[src/rtl/nec_ir_decoder_if.sv]
// CPU-side register interface of the NEC IR decoder: decoded frame, status flags and read acknowledge.
// The decoder drives through the master modport; the 8051 SFR side uses slave.
interface nec_ir_decoder_if;
    logic        rd_ack;
    logic [15:0] addr;
    logic [7:0]  cmd;
    logic        data_rdy;
    logic        overrun;
    logic        frame_ok;
    logic        rep;
    logic        err;
    logic        busy;

    modport master (
        input  rd_ack,
        output addr, cmd, data_rdy, overrun, frame_ok, rep, err, busy
    );

    modport slave (
        output rd_ack,
        input  addr, cmd, data_rdy, overrun, frame_ok, rep, err, busy
    );
endinterface

[src/rtl/nec_ir_decoder.sv]
// NEC IR receiver: pin synchroniser, tick timebase and pulse-width FSM decoding frames and repeat codes,
// with the decoded address/command held for the CPU behind a ready/ack handshake.
module nec_ir_decoder #(
    parameter int unsigned PRESCALE = 120,
    parameter int unsigned TIMEOUT  = 1100
) (
    input  logic              clk,
    input  logic              rst,
    input  logic              ir_in,
    nec_ir_decoder_if.master  bus
);
    localparam int unsigned PW = (PRESCALE > 1) ? $clog2(PRESCALE) : 1;

    localparam logic [2:0] IDLE       = 3'd0;
    localparam logic [2:0] LEAD_MARK  = 3'd1;
    localparam logic [2:0] LEAD_SPACE = 3'd2;
    localparam logic [2:0] REP_MARK   = 3'd3;
    localparam logic [2:0] BIT_MARK   = 3'd4;
    localparam logic [2:0] BIT_SPACE  = 3'd5;

    logic          ir_s1, ir_s2, ir_d;
    logic          fall, rise, tmo;
    logic [PW-1:0] pre;
    logic [10:0]   cnt;
    logic [2:0]    state;
    logic [5:0]    bitcnt;
    logic [31:0]   sr;
    logic [15:0]   addr_q;
    logic [7:0]    cmd_q;
    logic          data_rdy_q, overrun_q, frame_ok_q, rep_q, err_q, last_ok;

    function automatic logic in_win(input logic [10:0] c, input int unsigned lo, input int unsigned hi);
        return (c >= 11'(lo)) && (c <= 11'(hi));
    endfunction

    assign fall = ir_d & ~ir_s2;
    assign rise = ~ir_d & ir_s2;
    assign tmo  = (cnt >= 11'(TIMEOUT));

    always_ff @(posedge clk) begin
        if (rst) begin
            ir_s1 <= 1'b1;
            ir_s2 <= 1'b1;
            ir_d  <= 1'b1;
        end else begin
            ir_s1 <= ir_in;
            ir_s2 <= ir_s1;
            ir_d  <= ir_s2;
        end
    end

    // Timebase is held cleared in IDLE, which also covers the clear on IDLE->LEAD_MARK.
    always_ff @(posedge clk) begin
        if (rst || state == IDLE || fall || rise) begin
            pre <= '0;
            cnt <= '0;
        end else if (pre == PW'(PRESCALE - 1)) begin
            pre <= '0;
            if (cnt != '1)
                cnt <= cnt + 11'd1;
        end else begin
            pre <= pre + PW'(1);
        end
    end

    always_ff @(posedge clk) begin
        if (rst) begin
            state      <= IDLE;
            bitcnt     <= '0;
            sr         <= '0;
            addr_q     <= '0;
            cmd_q      <= '0;
            data_rdy_q <= 1'b0;
            overrun_q  <= 1'b0;
            frame_ok_q <= 1'b0;
            rep_q      <= 1'b0;
            err_q      <= 1'b0;
            last_ok    <= 1'b0;
        end else begin
            frame_ok_q <= 1'b0;
            rep_q      <= 1'b0;
            err_q      <= 1'b0;
            if (bus.rd_ack) begin
                data_rdy_q <= 1'b0;
                overrun_q  <= 1'b0;
            end
            case (state)
                IDLE: begin
                    if (fall)
                        state <= LEAD_MARK;
                end
                LEAD_MARK: begin
                    if (rise) begin
                        if (in_win(cnt, 800, 1000)) begin
                            state <= LEAD_SPACE;
                        end else begin
                            err_q <= 1'b1;
                            state <= IDLE;
                        end
                    end else if (tmo) begin
                        err_q <= 1'b1;
                        state <= IDLE;
                    end
                end
                LEAD_SPACE: begin
                    if (fall) begin
                        if (in_win(cnt, 400, 500)) begin
                            bitcnt <= '0;
                            state  <= BIT_MARK;
                        end else if (in_win(cnt, 180, 270)) begin
                            state <= REP_MARK;
                        end else begin
                            err_q <= 1'b1;
                            state <= IDLE;
                        end
                    end else if (tmo) begin
                        err_q <= 1'b1;
                        state <= IDLE;
                    end
                end
                REP_MARK: begin
                    if (rise) begin
                        if (in_win(cnt, 40, 70))
                            rep_q <= last_ok;
                        else
                            err_q <= 1'b1;
                        state <= IDLE;
                    end else if (tmo) begin
                        err_q <= 1'b1;
                        state <= IDLE;
                    end
                end
                BIT_MARK: begin
                    if (rise) begin
                        if (!in_win(cnt, 40, 70)) begin
                            err_q <= 1'b1;
                            state <= IDLE;
                        end else if (bitcnt == 6'd32) begin
                            // Completing frame overrides a same-cycle rd_ack: new data wins, overrun cleared.
                            if (sr[31:24] == ~sr[23:16]) begin
                                addr_q     <= sr[15:0];
                                cmd_q      <= sr[23:16];
                                frame_ok_q <= 1'b1;
                                data_rdy_q <= 1'b1;
                                last_ok    <= 1'b1;
                                overrun_q  <= ~bus.rd_ack & (overrun_q | data_rdy_q);
                            end else begin
                                err_q <= 1'b1;
                            end
                            state <= IDLE;
                        end else begin
                            state <= BIT_SPACE;
                        end
                    end else if (tmo) begin
                        err_q <= 1'b1;
                        state <= IDLE;
                    end
                end
                BIT_SPACE: begin
                    if (fall) begin
                        if (in_win(cnt, 40, 70)) begin
                            sr     <= {1'b0, sr[31:1]};
                            bitcnt <= bitcnt + 6'd1;
                            state  <= BIT_MARK;
                        end else if (in_win(cnt, 140, 200)) begin
                            sr     <= {1'b1, sr[31:1]};
                            bitcnt <= bitcnt + 6'd1;
                            state  <= BIT_MARK;
                        end else begin
                            err_q <= 1'b1;
                            state <= IDLE;
                        end
                    end else if (tmo) begin
                        err_q <= 1'b1;
                        state <= IDLE;
                    end
                end
                default: state <= IDLE;
            endcase
        end
    end

    assign bus.addr     = addr_q;
    assign bus.cmd      = cmd_q;
    assign bus.data_rdy = data_rdy_q;
    assign bus.overrun  = overrun_q;
    assign bus.frame_ok = frame_ok_q;
    assign bus.rep      = rep_q;
    assign bus.err      = err_q;
    assign bus.busy     = (state != IDLE);
endmodule

[src/flat_wrapper.sv]
// flat-port wrapper written by rule: the top's interface ports become plain ports
module nec_ir_decoder_flat 
#(
    parameter int unsigned PRESCALE = 120,
    parameter int unsigned TIMEOUT  = 1100
)
  (clk, rst, ir_in, bus_rd_ack, bus_addr, bus_cmd, bus_data_rdy, bus_overrun, bus_frame_ok, bus_rep, bus_err, bus_busy);
  nec_ir_decoder_if bus_i ();
  input  logic clk;
  input  logic rst;
  input  logic ir_in;
  input wire logic [$bits(bus_i.rd_ack)-1:0] bus_rd_ack;
  output wire logic [$bits(bus_i.addr)-1:0] bus_addr;
  output wire logic [$bits(bus_i.cmd)-1:0] bus_cmd;
  output wire logic [$bits(bus_i.data_rdy)-1:0] bus_data_rdy;
  output wire logic [$bits(bus_i.overrun)-1:0] bus_overrun;
  output wire logic [$bits(bus_i.frame_ok)-1:0] bus_frame_ok;
  output wire logic [$bits(bus_i.rep)-1:0] bus_rep;
  output wire logic [$bits(bus_i.err)-1:0] bus_err;
  output wire logic [$bits(bus_i.busy)-1:0] bus_busy;
  assign bus_i.rd_ack = bus_rd_ack;
  assign bus_addr = bus_i.addr;
  assign bus_cmd = bus_i.cmd;
  assign bus_data_rdy = bus_i.data_rdy;
  assign bus_overrun = bus_i.overrun;
  assign bus_frame_ok = bus_i.frame_ok;
  assign bus_rep = bus_i.rep;
  assign bus_err = bus_i.err;
  assign bus_busy = bus_i.busy;
  nec_ir_decoder #(.PRESCALE(PRESCALE), .TIMEOUT(TIMEOUT)) u_core (.clk(clk), .rst(rst), .ir_in(ir_in), .bus(bus_i));
endmodule
[config.mk]
export PLATFORM = sky130hd
export DESIGN_NAME = nec_ir_decoder_flat
export DESIGN_NICKNAME = d
export VERILOG_FILES = /design/src/rtl/nec_ir_decoder_if.sv /design/src/rtl/nec_ir_decoder.sv /design/src/flat_wrapper.sv
export SDC_FILE = /design/constraint.sdc
export NUM_CORES = 1
export LEC_CHECK = 0
export ABC_AREA = 1
export CAP_MARGIN = 30
export CORE_MARGIN = 2
export CORE_UTILIZATION = 40
export DETAILED_ROUTE_END_ITERATION = 6
export GPL_TIMING_DRIVEN = 0
export SLEW_MARGIN = 20
export SYNTH_ARGS = -nofsm -noshare
export SYNTH_HDL_FRONTEND = slang
export SYNTH_SLANG_ARGS = --single-unit
[constraint.sdc]
create_clock -name clk -period 3.7 [get_ports clk]
set_clock_uncertainty 0.15 [all_clocks]
set_input_delay 0.37 -clock clk [delete_from_list [all_inputs] [get_ports clk]]
set_output_delay 0.37 -clock clk [all_outputs]
set_load 0.1 [all_outputs]
# --- Yosys cells after proc, flatten, opt, wreduce, memory -nomap -nowiden ---
# Index checks and enable logic that the tools add are counted.
op_classes:
  add_sub_neg: 3
  order_cmp: 11
  eq_ne: 14
  n_mux: 52
  bitwise_logic: 13
  n_reduce_logical: 19
ops:
  columns: ["operator", "n"]
  rows:
  - ["32-bit two-way mux", 2]
  - ["3-bit two-way mux", 12]
  - ["6-bit two-way mux", 5]
  - ["1-bit two-way mux", 28]
  - ["11-bit by 8-bit >= comparator with 1-bit output (second input constant)", 2]
  - ["11-bit by 9-bit less-or-equal comparator with 1-bit output (second input constant)", 2]
  - ["3-bit case mux with 6 select lines", 1]
  - ["6-bit case mux with 2 select lines", 1]
  - ["11-bit by 1-bit adder with 11-bit output (second input constant)", 1]
  - ["11-bit by 10-bit >= comparator with 1-bit output (second input constant)", 1]
  - ["11-bit >= comparator (second input constant)", 1]
  - ["11-bit by 6-bit >= comparator with 1-bit output (second input constant)", 1]
  - ["11-bit by 9-bit >= comparator with 1-bit output (second input constant)", 1]
  - ["11-bit by 10-bit less-or-equal comparator with 1-bit output (second input constant)", 1]
  - ["11-bit by 7-bit less-or-equal comparator with 1-bit output (second input constant)", 1]
  - ["11-bit by 8-bit less-or-equal comparator with 1-bit output (second input constant)", 1]
  - ["11-bit != test (second input constant)", 1]
  - ["5-bit AND reduction", 2]
  - ["8-bit equality test", 1]
  - ["2-bit by 1-bit != test with 1-bit output (second input constant)", 4]
  - ["1-bit NOT", 8]
  - ["8-bit NOT", 1]
  - ["7-bit by 1-bit adder with 7-bit output (second input constant)", 1]
  - ["7-bit equality test (second input constant)", 1]
  - ["other kinds (20)", 32]
word_totals:
  reg_bits: 92
  out_inout_bits: 30
  wordCells: 128

# --- Logic depth before layout (Yosys ltp) ---
logic_depth:
  depth_word: 7
  mapped_depth: 13
  ltp_nobuf: 12

# --- Worst setup path after synthesis ---
# OpenSTA, ideal clock, no wires.
synth_path:
  path_type: "reg2reg"
  from: "reg u_core.state[2]"
  to: "reg u_core.state[0]"
  arrival_time_ps: 1532
  slack_ps: 1895
  path_stages_with_launch: 5
  path_buffers: 0
  period_less_slack_ps: 1805
  path_cell_list: "dfxtp_1 nor3_1 inv_1 o21ai_0 a21oi_1"
synth_via:
  elab_chain_len: 2
synth_rtl:
  columns: ["element", "line", "rtl"]
  rows:
  - ["start: declaration", "nec_ir_decoder.sv:25", "logic [2:0] state;"]
  - ["start signal: assignment", "nec_ir_decoder.sv:68", "state <= IDLE;"]
  - ["start signal: assignment", "nec_ir_decoder.sv:90", "state <= LEAD_MARK;"]
  - ["start signal: assignment", "nec_ir_decoder.sv:95", "state <= LEAD_SPACE;"]
  - ["3-bit equality test, or another cell as far along", "nec_ir_decoder.sv:87", "case (state)"]
  - ["3-bit case mux with 6 select lines or 2-bit by 1-bit != test with 1-bit output (tied branches)", null, null]
# Parallel ways exist; a longest one is shown, timed or not.
# A chain may end at the register's enable or synchronous reset.

# --- Final worst setup path ---
layout_path:
  from: "reg u_core.state[2]"
  to: "out bus_busy"
layout_via:
  elab_chain_len: 1
layout_rtl:
  columns: ["element", "line", "rtl"]
  rows:
  - ["3-bit nonzero test", "nec_ir_decoder.sv:190", "assign bus.busy = (state != IDLE);"]
  - ["end: declaration", "flat_wrapper.sv:20", "output wire logic [$bits(bus_i.busy)-1:0] bus_busy;"]
# No other way between the ends.

==> summary.md <==
| Metric | Value |
|---|---|
| CTS H-tree lvls | 3 |
| Detailed Place HPWL | a little under 7000 um |
| CP max stage delay | 1.00 ns |
| GRT Resource Usage Total | 17.3% |
| Fin crit share | between 70 and 80% |
| Core region area | between 0.01 and 0.015 sq mm |
| Pin count of the biggest net entering global routing | 16 |
| Routed len/inst | about 12 um |
| Remaining DRCs | 0 |
| Nets | 652 |
| Clock transition at path regs | roughly 0.09 ns |
| Initial core utilization | between 40 and 50% |
| Least-Margin Pin Slew | just under 1 ns |
| GR Overflow Total | 0 |
| Seq/Total Area, Yosys | 42.0% |
| CTS Hold Bufs | 0 |
| Post-synth EDFFs | 0 |
| Vias | just under 4000 |
| Die area | between 0.01 and 0.015 sq mm |
| Max_cap viols | 0 |
| Initial drt markers | roughly 180 |
| Switching portion of total power | approximately 24% |
| Min-Delay Path Class | register to register |
| TritonCTS clock tree | built |
| Cell Chain, Critical Path | nor3_1 -> inv_1 -> clkdlybuf4s50_1 |
| CP startpoint kind | register |
| Area grow syn2layout | 15.2% |
| GPL Wtd Cong | between 0.8 and 0.9 |
| Fmax | approximately 360 MHz |
| Synth area leaders | dfxtp_1 (42%), nand2_1 (8.6%), nor2_1 (6.7%) |
| Routed wire length | around 9500 um |
| Vias in the first global route | 3603 |
| Yosys warns | 0 |
| Initial antenna violation count | 0 |
| Worst path arrival time | approximately 2.3 ns |
| Final setup TNS | 0 ns |
| Layout cells sized above 1 | around an eighth |
| Critical Path Fanout Max | 6 |
| Resized Gates After CTS | 0 |
| CTS root buffer | clkbuf_8 |
| Peak VDD IR | between 150 and 200 uV |
| Flop pwr share | between 60% and 70% |
| Final Power | roughly 1600 uW |
| Synth unique cells | 39 |
| Setup violators final | 0 |
| CP max stage cell | clkdlybuf4s50_1 |
| Number of diodes | 0 |
| Top cells by count, synth | nand2_1 (100), dfxtp_1 (92), nor2_1 (78) |
| Clock power frac | 36.7% |
| Post-synth ARST share | 0% |
| CTS max path bufs | 2 |
| FP Rows | 38 |
| Synthesized Nets | roughly 610 |
| Height of the die | about 110 um |
| Worst relative slew slack | a little over a third |
| Final Hold Vio Count | 0 |
| Worst setup path class | register to primary output |
| Nature of the critical path endpoint | primary output |
| Status | completed |
| Final ANT Viol Nets | 0 |
| Final Max Slew Viols | 0 |
| Yosys top cell by area | dfxtp_1 |
| Skew-Pair Late Insertion Delay | ~0.36 ns |
| Ys flop type | dfxtp_1 |
| Die Wd | about 110 um |
| Post CTS Setup Buffer Count | 0 |
| Mapped Cells | 599 |
| Final min period | 2.80 ns |
| Io pins | 34 |
| IO Port Bufs | 33 |
| Top-area cell type share of the netlist area | around two fifths |
| CTS Sinks | 92 |
| Sw Pwr | between 400 and 500 uW |
| Unrepaired setup endpoints after global routing | no |
| Avg Cell Area, Syn | ~7.3 sq um |
| First-pass GRT wire length | approximately 16000 um |
| Via density | just under 5 |
| P per Cell Area | 326 mW/mm^2 |
| Mapped cell area | 0.00439 sq mm |
| Detailed Routing Iterations Pass 1 | 4 |
| Critical Path RT | between 3 and 4 ns |
| Combinational fraction of design power | under 10% |
| P_leak | ~0.0020 uW |
| #FFs+latches synth | between 90 and 100 |
| Total CTS buffers | 9 |
| Most common cell in the netlist | nand2_1 |
| Pint | roughly 1200 uW |
## metrics by stage
stage,instance area (sq um),setup WS [ns],util (%),hold WS [ns],instances
6_report,5060,0.896,46.8,0.274,786
5_1_grt,5060,0.766,46.8,0.298,786
4_1_cts,5060,0.866,46.8,0.281,786
3_5_place_dp,4890,1.23,45.3,0.243,772
3_3_place_gp,4890,1.23,45.3,0.244,772
2_1_floorplan,4390,1.89,-,0.239,599
## cells by family (layout without fill, tap and decap cells)
family | after synthesis | after routing | synth area share [%]
AND/OR/NAND/NOR | 288 | 288 | 32.4
XOR/XNOR | 10 | 10 | 2.00
buffers and inverters | 100 | 147 | 9.92
flip-flops | 92 | 92 | 42.0
AO/OA/AOI/OAI | 104 | 104 | 12.2
adder cells (fa/ha/maj) | 5 | 5 | 1.43
## placed cells by master, fill, tap and decap left out, types with 2 or more instances in the layout
| master | n |
|---|---|
| nand3_4 | 2 |
| nand2_2 | 2 |
| nor2_1 | 78 |
| buf_2 | 6 |
| nand3_1 | 32 |
| o21ai_0 | 42 |
| dfxtp_1 | 92 |
| nand3_2 | 3 |
| nand2_1 | 100 |
| inv_1 | 69 |
| buf_6 | 3 |
| o21a_1 | 3 |
| inv_2 | 4 |
| xor2_1 | 8 |
| buf_8 | 2 |
| xnor2_1 | 2 |
| clkdlybuf4s50_1 | 33 |
| o21ai_1 | 2 |
| clkbuf_1 | 13 |
| clkbuf_8 | 9 |
| clkinv_4 | 2 |
| nor2_2 | 22 |
| nor3_2 | 18 |
| a21oi_1 | 54 |
| or2_2 | 3 |
| ha_1 | 5 |
| nor3_1 | 14 |
| nand4_1 | 6 |
## final cells by class
| type | count | area [sq um] |
|---|---|---|
| buffer | 26 | 155 |
| tap | 140 | 175 |
| multi-input combinational | 407 | 2110 |
| inverter | 74 | 280 |
| sequential | 92 | 1840 |
| fill | 1098 | 5740 |
| clock inverter | 5 | 38.8 |
| clock buffer | 9 | 124 |
| timing repair buffer | 33 | 330 |
## power by group through the flow
stage | registers, uW | clock network [uW] | logic [uW]
final | 993 | 605 | 50.2
after global routing | 993 | 658 | 56.3
after CTS | 993 | 622 | 50.5
after detailed placement | 1020 | 0 | 50.2
after global placement | 1020 | 0 | 49.9
after floorplan | 1020 | 0 | 34.8
## registers in the layout, summed over array words and instances (netlist names)
signal	cells
u_core.cnt	11
u_core.last_ok	1
u_core.bus.overrun	1
u_core.pre	7
u_core.ir_s1	1
u_core.bus.cmd	8
u_core.bus.rep	1
u_core.ir_s2	1
u_core.bus.frame_ok	1
u_core.bus.err	1
u_core.sr	32
u_core.ir_d	1
u_core.bitcnt	6
u_core.state	3
u_core.bus.addr	16
u_core.bus.data_rdy	1
## worst paths after layout
check                                             startpoint                   endpoint  depth (start not counted)  slack, ns
worst max register to register    u_core.cnt[2]$_SDFFE_PP0P_  u_core.sr[5]$_SDFFE_PP0P_                         10       1.67
worst max-delay path            u_core.state[2]$_SDFFE_PP0P_                   bus_busy                          3       0.90
worst min-delay path                 u_core.ir_s1$_SDFF_PP1_    u_core.ir_s2$_SDFF_PP1_                          1       0.27
worst min register to register       u_core.ir_s1$_SDFF_PP1_    u_core.ir_s2$_SDFF_PP1_                          1       0.27
## worst max-delay path: cells and delay by family, from the launching register on
family        cells  cell delay [ns]
buf+inv           2             1.13
simple gates      1             0.43
flops             1             0.36
## layer usage
layer  routed length (um)  global-route usage (%)  share of wire, %  vias to the layer above
met5                    0                       0                 0                        -
met3                  307                    2.99               3.2                       18
met1                 4850                    23.9                51                     1759
li1                     -                       -                 -                     2002
met4                  213                    8.15               2.2                        0
met2                 4150                    26.3                44                       66
Note: power is estimated with default switching activity, not from simulation.
